[config.mk]
export PLATFORM = sky130hd
export DESIGN_NAME = imm_decode_stage
export DESIGN_NICKNAME = d
export VERILOG_FILES = /design/src/rtl/imm_pkg.sv /design/src/rtl/imm_extract.sv /design/src/rtl/imm_decode_stage.sv
export SDC_FILE = /design/constraint.sdc
export NUM_CORES = 1
export LEC_CHECK = 0
export BUFFER_PORTS_ARGS = -buffer_cell sky130_fd_sc_hd__buf_2
export CORE_MARGIN = 2
export CORE_UTILIZATION = 35
export CTS_CLUSTER_DIAMETER = 60
export DETAILED_ROUTE_END_ITERATION = 16
export GPL_TIMING_DRIVEN = 0
export PLACE_DENSITY = 0.51
export SYNTH_ARGS = -nofsm -noshare
export SYNTH_HDL_FRONTEND = slang
export SYNTH_SLANG_ARGS = --single-unit
[constraint.sdc]
create_clock -name clk -period 2 [get_ports clk]
set_input_delay 0.1 -clock clk [delete_from_list [all_inputs] [get_ports clk]]
set_output_delay 0.1 -clock clk [all_outputs]
set_load 0.1 [all_outputs]
[src/rtl/imm_pkg.sv]
// Shared definitions for the decode-stage immediate generator:
// format select encoding, reserved select codes and a legality helper.
package imm_pkg;

  typedef enum logic [2:0] {
    IMM_I     = 3'd0,
    IMM_S     = 3'd1,
    IMM_B     = 3'd2,
    IMM_J     = 3'd3,
    IMM_U     = 3'd4,
    IMM_SHAMT = 3'd5
  } imm_src_e;

  localparam logic [2:0] IMM_RSVD6 = 3'd6;
  localparam logic [2:0] IMM_RSVD7 = 3'd7;

  function automatic logic imm_is_legal(input logic [2:0] src);
    return (src != IMM_RSVD6) && (src != IMM_RSVD7);
  endfunction

endpackage

[src/rtl/imm_extract.sv]
// Combinational immediate extraction: picks the format fields out of the
// instruction and sign-extends from instr[31] (shift amounts zero-extend).
module imm_extract
  import imm_pkg::*;
#(
  parameter int XLEN = 32
) (
  input  logic [31:0]     instr,
  input  logic [2:0]      imm_src,
  output logic [XLEN-1:0] imm,
  output logic            illegal
);

  logic [31:0] imm32_s;
  logic [5:0]  shamt_s;

  // Field assembly per format; signed formats are built as 32-bit values
  // already extended from instr[31], then widened by a signed cast.
  always_comb begin
    imm32_s = 32'd0;
    imm     = {XLEN{1'b0}};
    if (XLEN == 64) begin
      shamt_s = instr[25:20];
    end else begin
      shamt_s = {1'b0, instr[24:20]};
    end
    case (imm_src)
      IMM_I: begin
        imm32_s = {{20{instr[31]}}, instr[31:20]};
        imm     = XLEN'($signed(imm32_s));
      end
      IMM_S: begin
        imm32_s = {{20{instr[31]}}, instr[31:25], instr[11:7]};
        imm     = XLEN'($signed(imm32_s));
      end
      IMM_B: begin
        imm32_s = {{19{instr[31]}}, instr[31], instr[7], instr[30:25], instr[11:8], 1'b0};
        imm     = XLEN'($signed(imm32_s));
      end
      IMM_J: begin
        imm32_s = {{11{instr[31]}}, instr[31], instr[19:12], instr[20], instr[30:21], 1'b0};
        imm     = XLEN'($signed(imm32_s));
      end
      IMM_U: begin
        imm32_s = {instr[31:12], 12'd0};
        imm     = XLEN'($signed(imm32_s));
      end
      IMM_SHAMT: begin
        imm = XLEN'(shamt_s);
      end
      default: begin
        imm = {XLEN{1'b0}};
      end
    endcase
    illegal = !imm_is_legal(imm_src);
  end

endmodule

[src/rtl/imm_decode_stage.sv]
// Decode-stage immediate generator with a registered output stage: either a
// two-entry skid buffer (registered in_ready) or a single pass-through register.
module imm_decode_stage
  import imm_pkg::*;
#(
  parameter int XLEN = 32,
  parameter int SKID = 1
) (
  input  logic            clk,
  input  logic            rst_n,
  input  logic            flush,
  input  logic            in_valid,
  output logic            in_ready,
  input  logic [31:0]     in_instr,
  input  logic [2:0]      in_imm_src,
  output logic            out_valid,
  input  logic            out_ready,
  output logic [XLEN-1:0] out_imm,
  output logic [2:0]      out_imm_src,
  output logic            out_illegal
);

  logic [XLEN-1:0] ext_imm_s;
  logic            ext_ill_s;

  logic [1:0]      count_r;
  logic [1:0]      count_nxt_s;
  logic            ready_en_r;
  logic            in_ready_r;

  logic [XLEN-1:0] head_imm_r;
  logic [2:0]      head_src_r;
  logic            head_ill_r;
  logic [XLEN-1:0] tail_imm_r;
  logic [2:0]      tail_src_r;
  logic            tail_ill_r;

  logic            accept_s;
  logic            drain_s;
  logic            head_load_new_s;
  logic            head_load_tail_s;
  logic            tail_load_s;

  imm_extract #(
    .XLEN(XLEN)
  ) u_extract (
    .instr   (in_instr),
    .imm_src (in_imm_src),
    .imm     (ext_imm_s),
    .illegal (ext_ill_s)
  );

  // The skid variant exposes only a register; the single-entry variant
  // lets out_ready through so it can sustain one entry per cycle.
  assign in_ready = (SKID != 0) ? in_ready_r
                                : (ready_en_r & (~out_valid | out_ready));

  assign out_valid   = (count_r != 2'd0);
  assign drain_s     = out_valid & out_ready;
  assign accept_s    = in_valid & in_ready & ~flush;
  assign out_imm     = head_imm_r;
  assign out_imm_src = head_src_r;
  assign out_illegal = head_ill_r;

  // Occupancy next-state and data-path load selects.
  always_comb begin
    count_nxt_s      = count_r;
    head_load_new_s  = 1'b0;
    head_load_tail_s = 1'b0;
    tail_load_s      = 1'b0;
    if (flush) begin
      count_nxt_s = 2'd0;
    end else begin
      case (count_r)
        2'd0: begin
          if (accept_s) begin
            count_nxt_s     = 2'd1;
            head_load_new_s = 1'b1;
          end else begin
            count_nxt_s = 2'd0;
          end
        end
        2'd1: begin
          if (accept_s && drain_s) begin
            head_load_new_s = 1'b1;
          end else if (accept_s) begin
            count_nxt_s = 2'd2;
            tail_load_s = 1'b1;
          end else if (drain_s) begin
            count_nxt_s = 2'd0;
          end else begin
            count_nxt_s = 2'd1;
          end
        end
        2'd2: begin
          // Full: in_ready is low, so only a drain can move the queue.
          if (drain_s) begin
            count_nxt_s      = 2'd1;
            head_load_tail_s = 1'b1;
          end else begin
            count_nxt_s = 2'd2;
          end
        end
        default: begin
          count_nxt_s = 2'd0;
        end
      endcase
    end
  end

  // Occupancy and ready registers.
  always_ff @(posedge clk or negedge rst_n) begin
    if (!rst_n) begin
      count_r    <= 2'd0;
      ready_en_r <= 1'b0;
      in_ready_r <= 1'b0;
    end else begin
      count_r    <= count_nxt_s;
      ready_en_r <= 1'b1;
      in_ready_r <= (count_nxt_s != 2'd2);
    end
  end

  // Head (output) and tail (skid) data registers.
  always_ff @(posedge clk or negedge rst_n) begin
    if (!rst_n) begin
      head_imm_r <= {XLEN{1'b0}};
      head_src_r <= 3'd0;
      head_ill_r <= 1'b0;
      tail_imm_r <= {XLEN{1'b0}};
      tail_src_r <= 3'd0;
      tail_ill_r <= 1'b0;
    end else begin
      if (head_load_new_s) begin
        head_imm_r <= ext_imm_s;
        head_src_r <= in_imm_src;
        head_ill_r <= ext_ill_s;
      end else if (head_load_tail_s) begin
        head_imm_r <= tail_imm_r;
        head_src_r <= tail_src_r;
        head_ill_r <= tail_ill_r;
      end
      if (tail_load_s) begin
        tail_imm_r <= ext_imm_s;
        tail_src_r <= in_imm_src;
        tail_ill_r <= ext_ill_s;
      end
    end
  end

endmodule

# Yosys cells after proc, flatten, opt, wreduce, memory -nomap -nowiden
# Cells that the tools add are included.
# W data, S select, Z words.
[totals]
reg_bits = 75
inputBits = 40
out_inout_bits = 38
wordCells = 53
[classes]
n_eq_ne = 10
mux = 24
bitwise = 4
n_reduce_logical = 7
[ops]
columns = ["operator", "n"]
rows = [
  ["$pmux W32 S6", 1],
  ["$mux W32", 2],
  ["$mux W1", 13],
  ["$mux W2", 4],
  ["$eq A3 B2 Y1 const B", 2],
  ["$eq A3 B3 Y1 const B", 2],
  ["$mux W3", 2],
  ["$ne A3 B3 Y1 const B", 2],
  ["$pmux W2 S3", 1],
  ["$reduce_bool A2 Y1", 2],
  ["$and A1 B1 Y1", 3],
  ["$eq A3 B1 Y1 const B", 1],
  ["$logic_not A3 Y1", 1],
  ["$eq A2 B1 Y1 const B", 1],
  ["$eq A2 B2 Y1 const B", 1],
  ["$logic_and A1 B1 Y1", 2],
  ["$logic_not A2 Y1", 1],
  ["$ne A2 B2 Y1 const B", 1],
  ["$pmux W1 S2", 1],
  ["$logic_not A1 Y1", 1],
  ["$not A1 Y1", 1],
]

# Logic depth before layout (Yosys ltp)
[logic_depth]
ltp_word = 8
mapped_depth = 7
mapped_depth_nobuf = 4

# Cells and area by module
# From an unflattened synthesis, not the netlist that was laid out.
[unflattened]
cells_unflattened = 296
area_unflattened_um2 = 3955.0
[modules_own_cells]
columns = ["module", "instances", "cells_each", "area_each_um2", "seq_area_each_um2"]
rows = [
  ["imm_decode_stage", 1, 214, 3407.0, 1876.8],
  ["imm_extract", 1, 82, 548.0, 0.0],
]

# Least setup slack after synthesis
# Ideal clock, no wire load.
[synth_timing]
path_kind = "register to register"
startpoint = "reg in_ready_r, in the netlist in_ready"
endpoint = "reg head_imm_r[2], in the netlist out_imm[2]"
setup_time_ns = 0.126
t_arrival_ns = 2.173
required_ns = 1.874
slack_ns = -0.299
path_stages_with_launch = 5
path_buffers = 0
period_less_slack_ns = 2.299
path_cell_list = "dfrtp_1 -> nand2_1 -> or4_4 -> and3_1 -> a221o_1"
[synth_via]
elab_chain_len = 7
word_cells_on_any_way = 9
cone_classes = "mux (5); bitwise (2); reduce/logical (2)"
[synth_rtl]
columns = ["item", "line_no", "text"]
rows = [
  ["start: declaration", "imm_decode_stage.sv:29", "logic in_ready_r;"],
  ["start signal: assignment", "imm_decode_stage.sv:120", "in_ready_r <= (count_nxt_s != 2'd2);"],
  ["$and A1 B1 Y1 (*) (2 in a row)", "imm_decode_stage.sv:60", "assign accept_s = in_valid & in_ready & ~flush;"],
  ["$logic_and A1 B1 Y1", "imm_decode_stage.sv:84", "if (accept_s && drain_s) begin"],
  ["$mux W1", "imm_decode_stage.sv:84", ""],
  ["$pmux W1 S2 (*)", "imm_decode_stage.sv:74", "case (count_r)"],
  ["$mux W1 (*)", "imm_decode_stage.sv:71", "if (flush) begin"],
  ["$mux W32 / $reduce_bool A2 Y1 (equally long branches)", "-", ""],
  ["end signal: assignment", "imm_decode_stage.sv:127", "head_imm_r <= {XLEN{1'b0}};"],
  ["end signal: assignment", "imm_decode_stage.sv:135", "head_imm_r <= ext_imm_s;"],
  ["end signal: assignment", "imm_decode_stage.sv:139", "head_imm_r <= tail_imm_r;"],
  ["end: declaration", "imm_decode_stage.sv:31", "logic [XLEN-1:0] head_imm_r;"],
]
# Every way passes the cells marked *; elsewhere a longest branch is shown, timed or not.
# A chain may end at the register's enable or synchronous reset.

# Worst setup path after layout
[layout_timing]
startpoint = "reg count_r[1]"
endpoint = "reg head_imm_r[17], in the netlist out_imm[17]"
[layout_via]
elab_chain_len = 7
word_cells_on_any_way = 14
cone_classes = "eq/ne (2); mux (7); bitwise (1); reduce/logical (4)"
[layout_rtl]
columns = ["item", "line_no", "text"]
rows = [
  ["start: declaration", "imm_decode_stage.sv:26", "logic [1:0] count_r;"],
  ["start signal: assignment", "imm_decode_stage.sv:118", "count_r <= count_nxt_s;"],
  ["$reduce_bool A2 Y1", "imm_decode_stage.sv:58", "assign out_valid = (count_r != 2'd0);"],
  ["$and A1 B1 Y1", "imm_decode_stage.sv:59", "assign drain_s = out_valid & out_ready;"],
  ["$logic_and A1 B1 Y1", "imm_decode_stage.sv:84", ""],
  ["$mux W1", "imm_decode_stage.sv:84", ""],
  ["$pmux W1 S2", "imm_decode_stage.sv:74", ""],
  ["$mux W1", "imm_decode_stage.sv:71", ""],
  ["$mux W32 / $reduce_bool A2 Y1 (equally long branches)", "-", ""],
]
# Several ways; a longest one is shown, not always the timed one.

==> results.txt <==
clock buffer depth - 2
part of the Yosys area used for sequential elements - 0.516
clock edge transition at the registers on the reported setup and hold paths - 0.09 ns
CTS tree - done
setup TNS - 0 ns
Max Clk Rate - 543 MHz
count of pins on the block boundary - 78
RSZ-0062 raised after global routing - no
Die X-Extent - 106 µm
final non-filler cell total - 587
overall fraction of global-route tracks in use - 0.190
drt wl/cell - 17.2 µm
clock skew after layout - 0.0190 ns
num rows - 37
number of standard cells after synthesis - 363
count of final max-slew check failures - 0
pin count of the biggest net entering global routing - 50
1st-pass router iterations - 4
depth of the most critical reg-to-reg path - 6
total clock buffers created by CTS - 9
Area Growth Syn to Fin - 21.0%
Worst setup EP type - flop
final HPWL from detailed placement - 7240 µm
effective utilization at floorplan - 0.356
# nets final - 486
H-tree Lvls - 3
outcome - finished, final reports clean
count of endpoints failing hold in the final timing report - 0
xor and xnor fraction of the mapped netlist area - 0.00241
most frequent standard cell in the layout excluding fill and tap cells - sky130_fd_sc_hd__buf_2
netlist area before placement - 3640 µm²
peak per-stage delay on the critical path - 0.49 ns
library cells used by synthesis - 46
Tightest Pin Transition - 0.574 ns
pwr/cell area - 1110 nW/µm²
synthesis-stage register bit count - 75
total chip power - 4.91 mW
data required time at the worst endpoint - 2.27 ns
fraction of layout instances using a drive strength above 1 - 0.293
minimum period implied by the final worst setup slack - 1.84 ns
Tightest Hold Check Type - primary input to flop
Die Y-Extent - 106 µm
CTS Sinks - 75
number of fill cells - 1035
category of the worst setup path launch point - flop
average via count per standard cell - 5.21
cell at the root of the clock tree - sky130_fd_sc_hd__clkbuf_8
Core Box Area - 10200 µm²
wire length of the first global-routing pass - 16500 µm
compound-cell area share of the yosys netlist - 0.161
cell chain of the critical path - buf_6, nand4bb_1, buf_2, clkbuf_1, nand2_1, a31oi_1
share of synthesized cell area in and, or, nand and nor gates - 0.220
final-layout worst hold slack - 0.0386 ns
number of synthesis warnings - 0
leading cell types in the layout, fill and taps excluded - 80 x sky130_fd_sc_hd__buf_2, 77 x sky130_fd_sc_hd__nand2_1, 74 x sky130_fd_sc_hd__dfrtp_1, 30 x sky130_fd_sc_hd__o21ai_0
Worst slew margin - 0.616
asr flop ratio synth - 1.00
latest clock arrival within the worst-skew pair - 0.37 ns
main combinational cell family by area after synthesis - simple AND/OR/NAND/NOR gates
Cells on Worst Hold Path - 3
leakage power total - 2.06 nW
final clock period utilization by the worst path - 0.920
arrival time at the worst endpoint - 2.11 ns
library cell contributing the largest single delay on the critical path - sky130_fd_sc_hd__clkbuf_1
GPL Wtd Cong - 0.802
number of placed instances with taps included - 569
startpoint-to-endpoint class of the critical path - flop to flop
number of diodes - 0
detailed-route DRC error count - 0
routed via count - 3058
Routed WL - 10100 µm
adder-cell area share of the yosys netlist - 0
Max IR drop VDD - 0.445 mV
die outline area - 11200 µm²
Maximum Capacitance Violations - 0
leading register cell type out of synthesis - sky130_fd_sc_hd__dfrtp_1
post-synthesis area per instance - 10.0 µm²
I/O Buffers - 69
syn_nets - 403
vias in the first global route - 3026
proportion of synthesized area in mux cells - 0.0509
number of antenna violations at the first check in global routing - 0
number of endpoints failing setup at the final stage - 0
finished layout cell area - 4400 µm²
Detail Route Antenna Nets - 0
count of flip-flops with a built-in enable after synthesis - 0
number of design-rule violations left by the first detailed-router iteration - 175
final global-route overflow total - 0
post-place instance area - 4190 µm²
worst-path maximum fanout - 10
sequential cells by signal (all words and copies together) (netlist names):
register	flops
out_imm_src	3
tail_src_r	3
out_illegal	1
out_imm	32
tail_ill_r	1
in_ready	1
tail_imm_r	32
count_r	2
metrics by stage:
step           utilization  setup slack [ns]
3_3_place_gp         0.406            0.0460
5_1_grt              0.430            0.0145
6_report             0.430             0.160
2_1_floorplan            -            0.0276
3_5_place_dp         0.409            0.0388
4_1_cts              0.430           0.00881
final timing paths:
| kind | startpoint | to | slack [ns] |
|---|---|---|---|
| setup reg to reg | count_r[1]$_DFF_PN0_ | out_imm[17]$_DFFE_PN0P_ | 0.16 |
| setup / recovery | count_r[1]$_DFF_PN0_ | out_imm[17]$_DFFE_PN0P_ | 0.16 |
| hold reg to reg | tail_imm_r[24]$_DFFE_PN0P_ | tail_imm_r[24]$_DFFE_PN0P_ | 0.49 |
| hold / removal | in_instr[29] | out_imm[9]$_DFFE_PN0P_ | 0.04 |
| min in group asynchronous | rst_n | out_imm[28]$_DFFE_PN0P_ | 0.19 |
| max in group asynchronous | rst_n | tail_imm_r[10]$_DFFE_PN0P_ | 1.23 |
cell usage after synthesis, types with 2 or more instances:
cell / number / area [µm²]
sky130_fd_sc_hd__nand2_1: 77 / 289
sky130_fd_sc_hd__dfrtp_1: 75 / 1880
sky130_fd_sc_hd__o21ai_0: 30 / 150
sky130_fd_sc_hd__a21oi_1: 16 / 80.1
sky130_fd_sc_hd__nor2_1: 16 / 60.1
sky130_fd_sc_hd__a31oi_1: 13 / 81.3
sky130_fd_sc_hd__buf_2: 12 / 60.1
sky130_fd_sc_hd__mux2_2: 12 / 135
sky130_fd_sc_hd__clkbuf_1: 11 / 41.3
sky130_fd_sc_hd__nand4b_1: 10 / 87.6
sky130_fd_sc_hd__nand4_1: 8 / 50.1
sky130_fd_sc_hd__or4bb_1: 8 / 90.1
sky130_fd_sc_hd__and3_1: 7 / 43.8
sky130_fd_sc_hd__o221a_1: 7 / 78.8
sky130_fd_sc_hd__a221o_1: 6 / 60.1
sky130_fd_sc_hd__inv_1: 5 / 18.8
sky130_fd_sc_hd__mux2i_1: 5 / 50.1
sky130_fd_sc_hd__o221a_2: 4 / 45.0
sky130_fd_sc_hd__buf_1: 3 / 11.3
sky130_fd_sc_hd__buf_6: 3 / 33.8
sky130_fd_sc_hd__nand3_1: 3 / 15.0
sky130_fd_sc_hd__or3b_2: 3 / 26.3
sky130_fd_sc_hd__a21o_1: 2 / 15.0
sky130_fd_sc_hd__a22oi_1: 2 / 15.0
sky130_fd_sc_hd__nand2b_1: 2 / 12.5
sky130_fd_sc_hd__nor2b_1: 2 / 12.5
sky130_fd_sc_hd__o221ai_2: 2 / 30.0
timing repair:
item / 4_1_cts / 5_1_grt
endpoints found under the hold margin: 27 / 0
buffers inserted: 0 / 0
setup endpoints to repair: 0 / 9
hold buffers: 2 / 0
gates resized for setup: 0 / 1
power breakdown:
group / internal [mW] / switching [mW] / total (mW) / leakage [nW]
sequential: 1.82 / 0.164 / 1.98 / 0.932
clock: 0.483 / 0.667 / 1.15 / 0.0947
combinational: 0.381 / 1.40 / 1.78 / 1.03
total: 2.68 / 2.23 / 4.91 / 2.06
worst max-delay path, delay by kind of cell, from the launching register on:
kind | cells | cell delay [ns]
AOI/OAI and AO/OA | 1 | 0.21
buffers and inverters | 3 | 0.91
DFF | 1 | 0.38
and+or+nand+nor | 2 | 0.25
per-layer routing:
| layer | GRT usage | vias up | part of all wire |
|---|---|---|---|
| met5 | 0 | - | 0 |
| met3 | 0.0239 | 8 | 0.052 |
| li1 | - | 1475 | - |
| met1 | 0.280 | 1493 | 0.48 |
| met2 | 0.293 | 82 | 0.46 |
| met4 | 0.0611 | 0 | 0.011 |
layout make-up:
cell class / count / area (µm²) / area share
Buffer: 31 / 159 / 0.0361
Clock buffer: 9 / 124 / 0.0281
Clock inverter: 7 / 65.1 / 0.0148
Inverter: 6 / 22.5 / 0.00511
Multi-Input combinational cell: 251 / 1590 / 0.361
Sequential cell: 75 / 1880 / 0.426
Tap cell: 136 / 170 / 0.0386
Timing Repair Buffer: 72 / 395 / 0.0898
cells by family after synthesis:
logic type / count (synthesis)
buf+inv: 37
xor+xnor: 1
mux: 17
flops: 75
simple gates: 147
compound gates: 86
(Power assumes the default switching activity.)
